[src/rtl/uart_pkg.sv]
// uart_pkg: shared state encoding, default oversample width and parity helper
// for the uart_ctrl block.
package uart_pkg;

    typedef enum logic [2:0] {
        S_IDLE,
        S_START,
        S_DATA,
        S_PARITY,
        S_STOP
    } uart_state_e;

    localparam int OverSampleDflt = 16;
    localparam int CntWidth       = $clog2(OverSampleDflt);

    function automatic logic parity_f(input logic [8:0] d, input logic odd);
        return (^d) ^ odd;
    endfunction

endpackage

[src/rtl/fifo.sv]
// fifo: synchronous first-word-fall-through FIFO with occupancy count.
// Push on full is accepted only together with a pop.
module fifo #(
    parameter int Width = 8,
    parameter int Depth = 16
) (
    input  logic                       i_clk,
    input  logic                       i_rst_n,
    input  logic                       i_push,
    input  logic [Width-1:0]           i_data,
    input  logic                       i_pop,
    output logic [Width-1:0]           o_data,
    output logic [$clog2(Depth):0]     o_count
);
    localparam int AW = $clog2(Depth);
    localparam int CW = AW + 1;

    logic [Width-1:0] mem_q [Depth];
    logic [AW-1:0]    wr_q, rd_q;
    logic [CW-1:0]    cnt_q, cnt_d;
    logic             do_wr, do_rd;

    assign do_rd   = i_pop && (cnt_q != '0);
    assign do_wr   = i_push && ((cnt_q != CW'(Depth)) || do_rd);
    assign cnt_d   = cnt_q + CW'(do_wr) - CW'(do_rd);
    assign o_data  = mem_q[rd_q];
    assign o_count = cnt_q;

    // storage, pointers (wrap naturally at Depth) and count
    always_ff @(posedge i_clk or negedge i_rst_n) begin
        if (!i_rst_n) begin
            for (int i = 0; i < Depth; i++) mem_q[i] <= '0;
            wr_q  <= '0;
            rd_q  <= '0;
            cnt_q <= '0;
        end else begin
            if (do_wr) begin
                mem_q[wr_q] <= i_data;
                wr_q        <= wr_q + 1'b1;
            end
            if (do_rd) rd_q <= rd_q + 1'b1;
            cnt_q <= cnt_d;
        end
    end

endmodule

[src/rtl/uart_tick_gen.sv]
// uart_tick_gen: free-running baud tick, one-cycle pulse every i_div+1 clocks.
// A new divider value is picked up at the next reload.
module uart_tick_gen #(
    parameter int DivWidth = 16
) (
    input  logic                i_clk,
    input  logic                i_rst_n,
    input  logic [DivWidth-1:0] i_div,
    output logic                o_tick
);
    logic [DivWidth-1:0] cnt_q, cnt_d;

    assign o_tick = (cnt_q == '0);
    assign cnt_d  = o_tick ? i_div : cnt_q - 1'b1;

    // down-counter with reload on terminal count
    always_ff @(posedge i_clk or negedge i_rst_n) begin
        if (!i_rst_n) cnt_q <= '0;
        else          cnt_q <= cnt_d;
    end

endmodule

[src/rtl/uart_ctrl.sv]
// uart_ctrl: UART with TX/RX FIFOs, programmable baud, parity, RTS/CTS.
// Define UART_LOOPBACK_EN to add i_loopback (internal serial loopback).
module uart_ctrl
    import uart_pkg::*;
#(
    parameter int DataWidth    = 8,
    parameter int FifoDepth    = 16,
    parameter int OverSample   = 16,
    parameter int DivWidth     = 16,
    parameter int RtsThreshold = FifoDepth - 2
) (
`ifdef UART_LOOPBACK_EN
    input  logic                 i_loopback,
`endif
    input  logic                 i_clk,
    input  logic                 i_rst_n,
    input  logic [DivWidth-1:0]  i_baud_div,
    input  logic                 i_parity_en,
    input  logic                 i_parity_odd,
    input  logic                 i_two_stop,
    input  logic                 i_flow_en,
    input  logic [DataWidth-1:0] i_tx_data,
    input  logic                 i_tx_valid,
    output logic                 o_tx_ready,
    output logic [DataWidth-1:0] o_rx_data,
    output logic                 o_rx_valid,
    input  logic                 i_rx_ready,
    input  logic                 i_err_clr,
    output logic                 o_frame_err,
    output logic                 o_parity_err,
    output logic                 o_overrun,
    output logic                 o_tx_busy,
    input  logic                 i_rx,
    output logic                 o_tx,
    input  logic                 i_cts_n,
    output logic                 o_rts_n
);
    localparam int CntW = $clog2(OverSample);
    localparam int FcW  = $clog2(FifoDepth) + 1;
    localparam logic [CntW-1:0] OsLast   = CntW'(OverSample - 1);
    localparam logic [CntW-1:0] HalfLast = CntW'(OverSample / 2 - 1);
    localparam logic [3:0]      BitLast  = 4'(DataWidth - 1);
    localparam logic [FcW-1:0]  RtsLvl   = FcW'(RtsThreshold);
    localparam logic [FcW-1:0]  FullLvl  = FcW'(FifoDepth);

    logic                 tick;
    logic [FcW-1:0]       tx_count, rx_count;
    logic [DataWidth-1:0] tx_head;
    logic                 tx_pop, tx_go, rx_push, rx_full, rx_smp_stop, rx_src;

    uart_state_e          tx_st_q, rx_st_q;
    logic [CntW-1:0]      tx_cnt_q, rx_cnt_q;
    logic [3:0]           tx_idx_q, rx_idx_q;
    logic [DataWidth-1:0] tx_sh_q, rx_sh_q;
    logic                 tx_par_q, tx_stop2_q, tx_q;
    logic                 rx_par_q, fe_q, pe_q, ov_q, rts_q;
    logic                 rx_s1_q, rx_s2_q, rx_prev_q, cts_s1_q, cts_s2_q;

    uart_tick_gen #(.DivWidth(DivWidth)) u_tick (
        .i_clk   (i_clk),
        .i_rst_n (i_rst_n),
        .i_div   (i_baud_div),
        .o_tick  (tick)
    );

    fifo #(.Width(DataWidth), .Depth(FifoDepth)) u_tx_fifo (
        .i_clk   (i_clk),
        .i_rst_n (i_rst_n),
        .i_push  (i_tx_valid && o_tx_ready),
        .i_data  (i_tx_data),
        .i_pop   (tx_pop),
        .o_data  (tx_head),
        .o_count (tx_count)
    );

    fifo #(.Width(DataWidth), .Depth(FifoDepth)) u_rx_fifo (
        .i_clk   (i_clk),
        .i_rst_n (i_rst_n),
        .i_push  (rx_push),
        .i_data  (rx_sh_q),
        .i_pop   (o_rx_valid && i_rx_ready),
        .o_data  (o_rx_data),
        .o_count (rx_count)
    );

`ifdef UART_LOOPBACK_EN
    assign rx_src = i_loopback ? tx_q : i_rx;
    assign o_tx   = i_loopback | tx_q;
`else
    assign rx_src = i_rx;
    assign o_tx   = tx_q;
`endif

    assign o_tx_ready   = (tx_count != FullLvl);
    assign o_rx_valid   = (rx_count != '0);
    assign rx_full      = (rx_count == FullLvl);
    assign tx_go        = !i_flow_en || !cts_s2_q;
    assign tx_pop       = (tx_st_q == S_IDLE) && (tx_count != '0) && tx_go;
    assign o_tx_busy    = (tx_st_q != S_IDLE);
    assign rx_smp_stop  = (rx_st_q == S_STOP) && tick && (rx_cnt_q == OsLast);
    assign rx_push      = rx_smp_stop && !rx_full;
    assign o_frame_err  = fe_q;
    assign o_parity_err = pe_q;
    assign o_overrun    = ov_q;
    assign o_rts_n      = rts_q;

    // two-flop synchronisers for the async line inputs, plus edge history
    always_ff @(posedge i_clk or negedge i_rst_n) begin
        if (!i_rst_n) begin
            rx_s1_q   <= 1'b1;
            rx_s2_q   <= 1'b1;
            rx_prev_q <= 1'b1;
            cts_s1_q  <= 1'b1;
            cts_s2_q  <= 1'b1;
        end else begin
            rx_s1_q   <= rx_src;
            rx_s2_q   <= rx_s1_q;
            rx_prev_q <= rx_s2_q;
            cts_s1_q  <= i_cts_n;
            cts_s2_q  <= cts_s1_q;
        end
    end

    // RTS deasserts once the RX FIFO reaches the threshold
    always_ff @(posedge i_clk or negedge i_rst_n) begin
        if (!i_rst_n) rts_q <= 1'b1;
        else          rts_q <= i_flow_en && (rx_count >= RtsLvl);
    end

    // TX frame sequencer; o_tx is driven straight from tx_q
    always_ff @(posedge i_clk or negedge i_rst_n) begin
        if (!i_rst_n) begin
            tx_st_q    <= S_IDLE;
            tx_cnt_q   <= '0;
            tx_idx_q   <= '0;
            tx_sh_q    <= '0;
            tx_par_q   <= 1'b0;
            tx_stop2_q <= 1'b0;
            tx_q       <= 1'b1;
        end else begin
            unique case (tx_st_q)
                S_IDLE: if (tx_pop) begin
                    tx_st_q    <= S_START;
                    tx_q       <= 1'b0;
                    tx_sh_q    <= tx_head;
                    tx_par_q   <= parity_f(9'(tx_head), i_parity_odd);
                    tx_stop2_q <= i_two_stop;
                    tx_cnt_q   <= '0;
                end
                S_START: if (tick) begin
                    if (tx_cnt_q == OsLast) begin
                        tx_cnt_q <= '0;
                        tx_idx_q <= '0;
                        tx_q     <= tx_sh_q[0];
                        tx_st_q  <= S_DATA;
                    end else tx_cnt_q <= tx_cnt_q + 1'b1;
                end
                S_DATA: if (tick) begin
                    if (tx_cnt_q == OsLast) begin
                        tx_cnt_q <= '0;
                        if (tx_idx_q == BitLast) begin
                            tx_st_q <= i_parity_en ? S_PARITY : S_STOP;
                            tx_q    <= i_parity_en ? tx_par_q : 1'b1;
                        end else begin
                            tx_idx_q <= tx_idx_q + 1'b1;
                            tx_sh_q  <= tx_sh_q >> 1;
                            tx_q     <= tx_sh_q[1];
                        end
                    end else tx_cnt_q <= tx_cnt_q + 1'b1;
                end
                S_PARITY: if (tick) begin
                    if (tx_cnt_q == OsLast) begin
                        tx_cnt_q <= '0;
                        tx_q     <= 1'b1;
                        tx_st_q  <= S_STOP;
                    end else tx_cnt_q <= tx_cnt_q + 1'b1;
                end
                S_STOP: if (tick) begin
                    if (tx_cnt_q == OsLast) begin
                        tx_cnt_q <= '0;
                        if (tx_stop2_q) tx_stop2_q <= 1'b0;
                        else            tx_st_q    <= S_IDLE;
                    end else tx_cnt_q <= tx_cnt_q + 1'b1;
                end
                default: tx_st_q <= S_IDLE;
            endcase
        end
    end

    // RX frame sequencer and sticky errors; a frame only starts on a
    // 1->0 edge, so after a break the line must return high first
    always_ff @(posedge i_clk or negedge i_rst_n) begin
        if (!i_rst_n) begin
            rx_st_q  <= S_IDLE;
            rx_cnt_q <= '0;
            rx_idx_q <= '0;
            rx_sh_q  <= '0;
            rx_par_q <= 1'b0;
            fe_q     <= 1'b0;
            pe_q     <= 1'b0;
            ov_q     <= 1'b0;
        end else begin
            if (i_err_clr) begin
                fe_q <= 1'b0;
                pe_q <= 1'b0;
                ov_q <= 1'b0;
            end
            unique case (rx_st_q)
                S_IDLE: if (rx_prev_q && !rx_s2_q) begin
                    rx_st_q  <= S_START;
                    rx_cnt_q <= '0;
                end
                S_START: if (tick) begin
                    if (rx_cnt_q == HalfLast) begin
                        rx_cnt_q <= '0;
                        rx_idx_q <= '0;
                        rx_st_q  <= rx_s2_q ? S_IDLE : S_DATA;
                    end else rx_cnt_q <= rx_cnt_q + 1'b1;
                end
                S_DATA: if (tick) begin
                    if (rx_cnt_q == OsLast) begin
                        rx_cnt_q <= '0;
                        rx_sh_q  <= {rx_s2_q, rx_sh_q[DataWidth-1:1]};
                        if (rx_idx_q == BitLast)
                            rx_st_q <= i_parity_en ? S_PARITY : S_STOP;
                        else
                            rx_idx_q <= rx_idx_q + 1'b1;
                    end else rx_cnt_q <= rx_cnt_q + 1'b1;
                end
                S_PARITY: if (tick) begin
                    if (rx_cnt_q == OsLast) begin
                        rx_cnt_q <= '0;
                        rx_par_q <= rx_s2_q;
                        rx_st_q  <= S_STOP;
                    end else rx_cnt_q <= rx_cnt_q + 1'b1;
                end
                S_STOP: if (tick) begin
                    if (rx_smp_stop) begin
                        rx_cnt_q <= '0;
                        rx_st_q  <= S_IDLE;
                        if (!rx_s2_q) fe_q <= 1'b1;
                        if (i_parity_en &&
                            (parity_f(9'(rx_sh_q), i_parity_odd) != rx_par_q))
                            pe_q <= 1'b1;
                        if (rx_full) ov_q <= 1'b1;
                    end else rx_cnt_q <= rx_cnt_q + 1'b1;
                end
                default: rx_st_q <= S_IDLE;
            endcase
        end
    end

endmodule

[config.mk]
export PLATFORM = sky130hd
export DESIGN_NAME = uart_ctrl
export DESIGN_NICKNAME = d
export VERILOG_FILES = /design/src/rtl/uart_pkg.sv /design/src/rtl/fifo.sv /design/src/rtl/uart_tick_gen.sv /design/src/rtl/uart_ctrl.sv
export SDC_FILE = /design/constraint.sdc
export NUM_CORES = 1
export LEC_CHECK = 0
export CAP_MARGIN = 20
export CORE_ASPECT_RATIO = 1.75
export CORE_MARGIN = 2
export CORE_UTILIZATION = 64
export DETAILED_ROUTE_END_ITERATION = 10
export DONT_BUFFER_PORTS = 1
export PLACE_DENSITY = 0.82
export SLEW_MARGIN = 20
export SYNTH_ARGS = -nofsm -noshare
export SYNTH_HDL_FRONTEND = slang
export SYNTH_SLANG_ARGS = --single-unit
[constraint.sdc]
create_clock -name i_clk -period 3 [get_ports i_clk]
set_input_delay 0.15 -clock i_clk [delete_from_list [all_inputs] [get_ports i_clk]]
set_output_delay 0.15 -clock i_clk [all_outputs]
set_load 0.05 [all_outputs]
==> impl_metrics.ini <==
[status]
outcome = finished, violations left
violations = negative hold slack

[power]
leakagePower_nw = 8.39
p_clk_share_pct = 29.8
power.internal_mw = 10.3
pwr-share-comb_pct = 24.1
switchingPower_mw = 4.01
powerDensity_nw_per_um2 = 770
sequentialPowerShare_pct = 46.1
irDropWorstVdd_mv = 0.693
switching_share_pct = 28.1

[detailed_routing]
dr_total_vias = 9934
wire_per_inst_microns = 22.7
via_per_inst = 6.36
drtPass1Iterations = 5
remaining_drc_errors = 0
drt_iter0_drc = 490
postRouteAntennaNets = 0
drt_wl_total_mm = 35.5

[floorplan]
core-area_sq_um = 25900
fp-row-count = 78
die_x_microns = 127
die-area_sq_um = 27700
ios = 51
start_util_pct = 65.1
dieHeight_microns = 219

[worst_hold_path]
min_path_type = primary input to async pin

[global_routing]
track_usage_pct = 26.8
grt_overflow = 0
grt_pass1_wl_mm = 57.8
grt_start_max_net_pins = 350
antenna_found_initial = 0
grt_pass1_vias = 10700

[critical_path]
cp_data_required_time_ns = 3.45
crit_path_max_fanout = 18
start_kind = flop
cp-end-kind = flop
cp.arrival_ns = 3.16
critPathKind = flop to flop

[timing]
min_period_over_period_pct = 90.2
hold_viol = 349
slew_violations = 0
fin_setup_tns_ns = 0
fin_crit_ns = 2.71
worst_pin_slew_ns = 1.03
setup_viol = 0
max_freq_ghz = 0.370
rsz0062_at_grt = no
finClkSkew_ns = 0.0185
slew_headroom_pct = 31.4
hold_slack_ns = -0.713

[logic_synthesis]
synth_cell_type_count = 64
yosys_register_bits = 349
synthCells = 1206
synth_largest_area_cell = dfrtp_1
yosysSeqAreaShare_pct = 51.9
ys_warn_count = 0
yosysTopAreaCellShare_pct = 50.8
async_reset_ff_share_pct = 100
avgSynthCellArea_sq_um = 14.0
synth_ff_type = dfrtp_1
synthTopCellsByArea = dfrtp_1 (51%), mux2_2 (18%), mux4_2 (10%)
synth_nets = 1274
syn_area_sq_um = 16800
synth_edf_count = 0

[clock_network]
cts_buffer_depth = 3
cts_tree = built
h-tree-depth = 1
cts-buffers-inserted = 31
ctsHoldBuffers = 31
worstSkewPairLatency_ns = 0.57
clk_pin_slew_worst_paths_ns = 0.07
cts_resized = 0
clockRootBuffer = clkbuf_16
cts_setup_buffers = 0
cts.sinks = 349

[cells_and_area]
final_common_cell = dfrtp_1
fillers = 1585
drive_gt1_share_pct = 36.7
nNetsFinal = 1286
synthToLayoutAreaGrowth_pct = 10.2
layoutNonFillerInstCount = 1561
antennaDiodeCount = 0
final_cell_mix = dfrtp_1 (340), mux2_2 (266), mux4_2 (76)

[placed_design]
gp_congestion = 0.827
dp.cells = 1474
hpwl_mm = 24.3
port_buffers = 0

[flow_run]
drv_cap = 0
## final cells by class
| type | count | area, sq um | share of cell area (%) |
|---|---|---|---|
| clock buffers | 43 | 901 | 4.86 |
| clock inverters | 13 | 199 | 1.07 |
| inverters | 34 | 128 | 0.688 |
| multi-input cells | 744 | 7610 | 41.0 |
| flip-flops and latches | 349 | 8740 | 47.1 |
| well taps | 320 | 400 | 2.16 |
| repair buffers | 58 | 563 | 3.04 |
## Yosys cell counts (5+ instances only)
library cell / number
buf_6: 5
nor2_1: 48
mux2i_1: 9
mux2_2: 266
inv_1: 33
xor2_1: 9
nor3_1: 9
nand4_1: 15
a21oi_1: 33
clkbuf_1: 53
a31oi_1: 6
nand2_1: 39
ha_1: 31
mux4_2: 76
nand3_4: 12
o22ai_1: 7
and3_1: 5
nor2b_1: 8
o21ai_0: 24
nand3_1: 33
buf_1: 14
nand2b_1: 7
dfrtp_1: 342
and2_1: 5
xnor2_1: 33
a21o_1: 5
dfstp_2: 7
## cell families after synthesis
kind of cell	synth area share, %
fa+ha+maj	2.54
flops	51.9
mux	28.7
xor+xnor	2.59
buf+inv	2.91
simple gates	7.47
compound gates	3.89
## worst max-delay path: stages, from the launching register on
cell	delay [ns]
dfrtp_2	0.39
buf_12	0.19
buf_4	0.22
mux4_2	0.53
nand3_1	0.11
nand3_1	0.11
xnor3_1	0.40
xnor3_1	0.37
mux2_2	0.27
## worst paths after layout
check | depth (start not counted) | slack [ns] | end | startpoint
setup / recovery | 8 | 0.29 | tx_par_q | u_tx_fifo.rd_q[0]
min in group i_clk | 1 | 0.12 | cts_s1_q | i_cts_n
setup reg to reg | 8 | 0.29 | tx_par_q | u_tx_fifo.rd_q[0]
hold reg to reg | 0 | 0.36 | rx_s2_q | rx_s1_q
hold / removal | 0 | -0.71 | u_rx_fifo.o_count[4] | i_rst_n
max in group asynchronous | 0 | 2.87 | u_rx_fifo.mem_q[53] | i_rst_n
## power by group through the flow
stage	registers, mW	logic, mW	clock network (mW)
final	6.58	3.44	4.26
after global routing	6.69	3.75	4.54
after CTS	6.55	3.47	4.33
after detailed placement	6.63	3.40	0
after global placement	6.57	3.25	0
after floorplan	6.28	2.92	0
## layer usage
layer,wire (microns),vias up,GRT usage [%]
li1,-,4443,-
met1,12400,5145,29.6
met2,19900,234,49.8
met3,1190,112,3.60
met4,1960,0,13.8
met5,0,-,0
## stage by stage
step	worst slack (ns)	util (%)	power, mW	cell area, sq um
2_1_floorplan	0.00624	-	9.20	16800
3_3_place_gp	0.350	66.3	9.83	17100
3_5_place_dp	0.293	66.3	10.0	17100
4_1_cts	0.280	71.7	14.4	18500
5_1_grt	0.0178	71.7	15.0	18500
6_report	0.295	71.7	14.3	18500
## registers in the layout, indices dropped and copies added (netlist names), 3 cells and up
signal and count:
u_rx_fifo.mem_q 128, u_tx_fifo.mem_q 128, u_tick.cnt_q 16, rx_sh_q 8, tx_sh_q 8, u_rx_fifo.o_count 5, u_tx_fifo.o_count 5, rx_cnt_q 4
rx_idx_q 4, tx_cnt_q 4, tx_idx_q 4, u_rx_fifo.rd_q 4, u_rx_fifo.wr_q 4, u_tx_fifo.rd_q 4, u_tx_fifo.wr_q 4, rx_st_q 3
tx_st_q 3
Power figures use the tool's default switching activity.
